`src/rtl/sigmoid_result_line_writer.sv`:
```
// Packs the 4-lane post-sigmoid token stream into result-buffer lines and
// writes one tile's worth of lines per start command, pulsing done at the end.
module sigmoid_result_line_writer #(
   parameter int TILE_SIZE  = 4,
   parameter int DATA_WIDTH = 16,
   parameter int DATA_W     = 256,
   parameter int D          = 256,
   parameter int ADDR_W     = 6
) (
   input  logic                             clk,
   input  logic                             rst_n,
   input  logic                             start_valid,
   output logic                             start_ready,
   input  logic [ADDR_W-1:0]                start_base,
   input  logic                             s_valid,
   output logic                             s_ready,
   input  logic [TILE_SIZE*DATA_WIDTH-1:0]  s_vec,
   output logic                             wr_en,
   input  logic                             wr_ready,
   output logic [ADDR_W-1:0]                wr_addr,
   output logic [DATA_W-1:0]                wr_data,
   output logic                             busy,
   output logic                             done
);

   localparam int TOK_W           = TILE_SIZE * DATA_WIDTH;
   localparam int LINE_TOKENS     = DATA_W / TOK_W;
   localparam int TOKENS_PER_TILE = D / TILE_SIZE;
   localparam int CNT_W           = $clog2(TOKENS_PER_TILE + 1);
   localparam int SLOT_W          = (LINE_TOKENS > 1) ? $clog2(LINE_TOKENS) : 1;
   localparam logic [SLOT_W-1:0] LAST_SLOT = SLOT_W'(LINE_TOKENS - 1);
   localparam logic [CNT_W-1:0]  LAST_TOK  = CNT_W'(TOKENS_PER_TILE - 1);

   typedef enum logic [1:0] {IDLE, COLLECT, DRAIN} state_t;

   state_t              state;
   state_t              state_next;
   logic [SLOT_W-1:0]   slot;
   logic [CNT_W-1:0]    tok_cnt;
   logic [DATA_W-1:0]   asm_line;
   logic [DATA_W-1:0]   line_next;
   logic [DATA_W-1:0]   pend_line;
   logic                pend_valid;
   logic [ADDR_W-1:0]   line_addr;
   logic                done_q;
   logic                s_fire;
   logic                w_fire;
   logic                c_fire;
   logic                line_done;
   logic                last_tok;

   // Valid/ready: a transfer happens on a cycle where both are high; the
   // producer holds its payload stable while valid is high and ready is low.
   // start_ready stays low during the done cycle so a held command starts
   // only on the cycle after done.
   assign start_ready = (state == IDLE) && !done_q;
   // The last slot may only fire if the pending line frees up this cycle.
   assign s_ready     = (state == COLLECT) &&
                        ((slot != LAST_SLOT) || !pend_valid || wr_ready);

   assign c_fire    = start_valid && start_ready;
   assign s_fire    = s_valid && s_ready;
   assign w_fire    = wr_en && wr_ready;
   assign line_done = s_fire && (slot == LAST_SLOT);
   assign last_tok  = (tok_cnt == LAST_TOK);

   assign wr_en   = pend_valid;
   assign wr_addr = line_addr;
   assign wr_data = pend_line;
   assign busy    = (state != IDLE);
   assign done    = done_q;

   // Assembly line with the current token merged into its slot.
   always_comb begin
      line_next = asm_line;
      line_next[slot*TOK_W +: TOK_W] = s_vec;
   end

   always_comb begin
      state_next = state;
      case (state)
         IDLE:    if (c_fire) state_next = COLLECT;
         COLLECT: if (s_fire && last_tok) state_next = DRAIN;
         DRAIN:   if (w_fire) state_next = IDLE;
         default: state_next = IDLE;
      endcase
   end

   always_ff @(posedge clk or negedge rst_n) begin
      if (!rst_n) begin
         state      <= IDLE;
         slot       <= '0;
         tok_cnt    <= '0;
         asm_line   <= '0;
         pend_line  <= '0;
         pend_valid <= 1'b0;
         line_addr  <= '0;
         done_q     <= 1'b0;
      end else begin
         state  <= state_next;
         done_q <= (state == DRAIN) && w_fire;

         if (c_fire) begin
            line_addr <= start_base;
            tok_cnt   <= '0;
            slot      <= '0;
         end else begin
            if (w_fire) line_addr <= line_addr + 1'b1;
            if (s_fire) begin
               asm_line <= line_next;
               tok_cnt  <= tok_cnt + 1'b1;
               slot     <= (slot == LAST_SLOT) ? '0 : slot + 1'b1;
            end
         end

         // A line completing in the same cycle as a write keeps pend_valid set.
         if (line_done) begin
            pend_line  <= line_next;
            pend_valid <= 1'b1;
         end else if (w_fire) begin
            pend_valid <= 1'b0;
         end
      end
   end

endmodule

```
`config.mk`:
```
export PLATFORM = sky130hd
export DESIGN_NAME = sigmoid_result_line_writer
export DESIGN_NICKNAME = d
export VERILOG_FILES = /design/src/rtl/sigmoid_result_line_writer.sv
export SDC_FILE = /design/constraint.sdc
export NUM_CORES = 1
export LEC_CHECK = 0
export BUFFER_PORTS_ARGS = -buffer_cell sky130_fd_sc_hd__buf_2
export CORE_ASPECT_RATIO = 1.2
export CORE_MARGIN = 4
export CORE_UTILIZATION = 25
export DETAILED_ROUTE_END_ITERATION = 12
export HOLD_SLACK_MARGIN = 0.1
export PLACE_DENSITY = 0.51
export REMOVE_ABC_BUFFERS = 1
export SKIP_CTS_REPAIR_TIMING = 1
export SYNTH_ARGS = -nofsm -noshare
export SYNTH_HDL_FRONTEND = slang
export SYNTH_SLANG_ARGS = --single-unit
```
`constraint.sdc`:
```
create_clock -name clk -period 3.05 [get_ports clk]
set_input_delay 0.1525 -clock clk [delete_from_list [all_inputs] [get_ports clk]]
set_output_delay 0.1525 -clock clk [all_outputs]
set_load 0.05 [all_outputs]
```
-- Yosys cells after proc, flatten, opt, wreduce, memory -nomap -nowiden
Index checks and enable logic that the tools add are counted.
- register bits: 531
- latch bits: 0
- RAM bits: 0
- ROM bits: 0
- input port bits: 75
- memories: 0
- add/subtract/negate cells: 4
- multiply operators: 0
- div/mod/pow operators: 0
- magnitude comparators: 0
- equality and inequality tests: 8
- shift-type cells: 2
- multiplexer cells: 14
- bitwise logic cells: 1
- reductions and logical operators: 19
- operators with widths (kind ; count):
    bitwise mux 256 bit ; 1
    variable shift 64 x 34 -> 256 bit, first input constant ; 1
    variable part select 64 x 34 -> 256 bit ; 1
    negator 8 -> 34 bit ; 1
    2-to-1 mux 7 bit ; 2
    2-to-1 mux 2 bit ; 6
    2-to-1 mux 6 bit ; 2
    logical AND 1 bit ; 8
    nonzero test 2 bit ; 4
    adder 7 x 1 -> 7 bit, second input constant ; 1
    == test 7 x 6 -> 1 bit, second input constant ; 1
    adder 6 x 1 -> 6 bit, second input constant ; 1
    != test 2 bit, second input constant ; 3
    case mux 2 bit (3 select lines) ; 1
    == test 2 bit, second input constant ; 2
    AND reduction 3 bit ; 1
    adder 2 x 1 -> 2 bit, second input constant ; 1
    == test 2 x 1 -> 1 bit, second input constant ; 1
    logical NOT 1 bit ; 2
    logical NOT 2 bit ; 1
    logical OR 1 bit ; 2
    2-to-1 mux 1 bit ; 2
    != test 2 x 1 -> 1 bit, second input constant ; 1
    AND reduction 2 bit ; 1
    NOT 1 bit ; 1

-- Logic depth before layout (Yosys ltp)
- depth after elaboration: 8
- gate-level depth with buffers: 10

-- Worst setup path after synthesis
Ideal clock, no wire load.
- path type: register to register
- start: register done_q, in the netlist done
- end: register line_addr[2], in the netlist wr_addr[2]
- library setup time: 135 ps
- arrival: 2338 ps
- slack: 577 ps
- cell stages (with the launch flop): 5
- path buffers: 1
- clock period less this slack: 2473 ps
- cell sequence: dfrtp_1 nor3_1 and2_1 clkbuf_1 o21ai_0
- longest elaborated chain between the ends: 4
- ends and longest elaborated chain (element ; line ; text):
    start: declaration ; 45 ; logic done_q;
    start signal: assignment ; 101 ; done_q <= (state == DRAIN) && w_fire;
    logical NOT 1 bit (*) ; 56 ; assign start_ready = (state == IDLE) && !done_q;
    logical AND 1 bit (*) ; 56 ;
    named net start_ready ; 13 ; output logic start_ready,
    logical AND 1 bit (*) ; 61 ; assign c_fire = start_valid && start_ready;
    2-to-1 mux 6 bit / nonzero test 2 bit (equally long branches) ; - ;
    end signal: assignment ; 104 ; line_addr <= start_base;
    end signal: assignment ; 108 ; if (w_fire) line_addr <= line_addr + 1'b1;
    end: declaration ; 44 ; logic [ADDR_W-1:0] line_addr;
The timed path passes the listed nets; every way through them passes the cells marked *.
A chain may end at the register's enable or synchronous reset.

-- Worst setup path after layout
- start: register slot[0]
- end: register asm_line[152]
- longest elaborated chain between the ends: 6
- ends and longest elaborated chain (element ; line ; text):
    start: declaration ; 38 ; logic [SLOT_W-1:0] slot;
    start signal: assignment ; 112 ; slot <= (slot == LAST_SLOT) ? '0 : slot + 1'b1;
    parallel branches: the longest is 6 deep, another holds negator 8 -> 34 bit ; - ;
    end signal: assignment ; 110 ; asm_line <= line_next;
    end: declaration ; 40 ; logic [DATA_W-1:0] asm_line;
Parallel ways; which one is timed is not known.

==> impl_metrics.toml <==
[cells_and_area]
final_nets = 2253
multi_input_area_sq_um = 6882
seqCellArea_sq_um = 11690
synthToLayoutAreaGrowth_pct = 26.53
nFillCells = 7985
drive_above_1_share_pct = 22.76

[logic_synthesis]
yosys_warnings = 0
seq_area_frac_synth_pct = 59.84
netlist_area_sq_um = 19530
async_reset_ff_share_pct = 100.0
synthCells = 1859
ys.flop_type = "dfrtp_1"
ys_types = 35
ys_ff_latch = 467
synth-edff-count = 0
synth_area_per_cell_sq_um = 10.50

[power]
p_sw_share_pct = 45.45
ir_drop_v = 0.0006572
cellLeakagePower_uw = 0.01193
power_switching_uw = 13370
p_int_uw = 16050
p_seq_share_pct = 34.5
p_per_area_nw_per_um2 = 1190
comb_power_share_pct = 43.2
clkPwrFrac_pct = 22.4

[sta]
setup_slack_ns = 0.3832
holdWs_ns = 0.1097
rsz0062_at_grt = "false"
worstMarginPinSlew_ns = 1.015
timing.final.crit_share_pct = 87.43
finClkSkew_ns = 0.01046
min_period_ns = 2.667
slew_viol_final = 0
max_slew_margin_pct = 32.31
fmaxAchievable_ghz = 0.3750
final-setup-viol-count = 0
hold_violations = 0

[drt]
num_vias = 15150
drc_errors = 0
dr.pass1.iters = 5
post_drt_wl_per_cell_microns = 19.14
ant_nets = 0
routed_wl_microns = 61890
vias_per_cell = 4.685
drtIter0Drc = 1083

[cts]
cts_tree = "yes"
clkSinkCount = 467
path_clk_slew_ns = 0.06
cts_root_buffer = "clkbuf_16"
numCtsBuffers = 50
insertion_delay_ns = 0.59
clk_path_buf_depth = 3
cts_max_level = 2

[floorplan]
dieArea_sq_um = 82660
chipWidth_microns = 263.1
fp.dieH_microns = 314.2
io_pins = 342
design.core.area_sq_um = 77630
start_util_pct = 25.15
rows = 112

[grt]
grt_pass1_wl_microns = 94950
grt_max_degree = 93
antenna_found_initial = 0
grt_pass1_vias = 15290
track_usage_pct = 14.38
overflow = 0

[placement]
io_buffers = 341
place.gp.congestion = 0.7370
dp_hpwl_microns = 39130
dp_slack_ns = 0.2206

[critical_path]
crit_path_start = "slot[0]$_DFFE_PN0P_"
critPathKind = "reg -> reg"
critPathArrivalTime_ns = 3.14
cp-end-kind = "register"
r2r-start = "slot[0]$_DFFE_PN0P_"
startpoint_type = "register"
cp_max_fo = 64
worstPathRequired_ns = 3.52

[status]
outcome = "finished, final reports clean"

[min_path]
hp-class = "in -> reg"
min_from = "start_valid"

[job]
drv_cap = 0
-- registers in the layout (all words and copies together), names as in the netlist --
| signal | flops |
|---|---|
| slot | 2 |
| wr_addr | 6 |
| tok_cnt | 7 |
| wr_en | 1 |
| asm_line | 192 |
| done | 1 |
| state | 2 |
| wr_data | 256 |
-- per-stage QoR --
stage | setup TNS (ns) | instance area (sq um) | power (uW) | utilization (%) | cells
CTS | 0 | 23990 | 29740 | 30.90 | 3160
finish | 0 | 24710 | 29410 | 31.83 | 3233
global route | 0 | 24710 | 31040 | 31.82 | 3232
global placement | 0 | 22220 | 22800 | 28.62 | 3073
floorplan | -1465.10 | 18480 | 18720 | - | 1642
detailed placement | 0 | 22220 | 22960 | 28.62 | 3073
-- kinds of logic (layout without fill, tap and decap cells) --
group,Yosys count,in the layout,synth area share (%)
AOI/OAI and AO/OA,657,657,21.26
xor gates and xnor gates,7,7,0.3140
adders and majority gates,7,7,0.4485
buffers and inverters,220,567,5.427
DFF,467,467,59.84
muxes,3,3,0.1538
other,0,1,0
and+or+nand+nor,498,498,12.55
-- worst max-delay path, stage by stage (launching register included) --
cell	delay (ns)
dfrtp_1	0.49
ha_1	0.29
and3b_1	0.26
nor2_1	0.25
buf_4	0.26
nand2_4	0.55
a22o_1	0.41
-- synthesized netlist by cell type (2+ instances only) --
master	instances	area share, %
dfrtp_1	467	60
nand2_1	266	5.1
o21ai_0	229	5.9
a22o_1	228	10
a21oi_1	194	5.0
nor2b_1	192	6.2
clkbuf_1	103	2.0
buf_1	52	1.0
buf_2	37	0.95
buf_6	25	1.4
nor2_1	8	0.15
ha_1	7	0.45
and2_1	6	0.19
nand4_1	5	0.16
nor3_1	4	0.10
nor4b_1	4	0.18
xor2_1	4	0.18
inv_1	3	0.058
mux2i_1	3	0.15
o21ai_1	3	0.077
xnor2_1	3	0.13
nand2b_1	2	0.064
or2_2	2	0.064
-- layout make-up --
class | instances | area share [%]
repair buffers | 477 | 12.47
inverters | 3 | 0.04557
clock inverters | 16 | 1.225
diodes | 1 | 0.01013
flip-flops and latches | 467 | 47.30
clock buffers | 71 | 5.909
well taps | 1026 | 5.195
multi-input cells | 1172 | 27.85
-- cell usage in the layout (no fill, tap or decap), types with 4 or more instances in the layout --
master           n
a22o_1         228
nand4_1          5
dlygate4sd3_1   72
clkbuf_8        13
buf_12          13
dfrtp_1        467
a21oi_1        194
xor2_1           4
o21ai_0        229
buf_4           51
nor2b_1        192
bufinv_16        8
clkbuf_1         8
nand2_1        263
nor2_1           8
ha_1             4
buf_2          340
clkinv_2         4
clkbuf_16       50
-- power by group through the flow --
stage	Combinational, uW	Clock (uW)	Sequential, uW
after floorplan	3700	0	15000
after global placement	12600	0	10200
after detailed placement	12800	0	10200
after CTS	12800	6800	10200
after global routing	13600	7030	10400
final	12700	6580	10100
-- path summary, 6_finish.rpt --
check / endpoint / slack [ns] / depth (start not counted)
worst min-delay path: wr_addr[1]$_DFFE_PN0P_ / 0.11 / 3
min in group asynchronous: wr_data[36]$_DFFE_PN0P_ / 0.18 / 2
worst max-delay path: asm_line[152]$_DFFE_PN0P_ / 0.38 / 6
worst min register to register: wr_data[242]$_DFFE_PN0P_ / 0.47 / 2
worst max register to register: asm_line[152]$_DFFE_PN0P_ / 0.38 / 6
max in group asynchronous: wr_data[85]$_DFFE_PN0P_ / 1.91 / 3
-- layer usage --
metal  share of wire, %  wire length, microns  vias to the layer above  track usage (%)
met1                 46                 28330                     7685            19.66
met5                  0                     0                        -                0
met2                 47                 29150                      376            23.48
met4                2.0                  1263                        0            3.622
li1                   -                     -                     7014                -
met3                5.1                  3145                       70            2.978
Note: power is estimated with default switching activity, not from simulation.
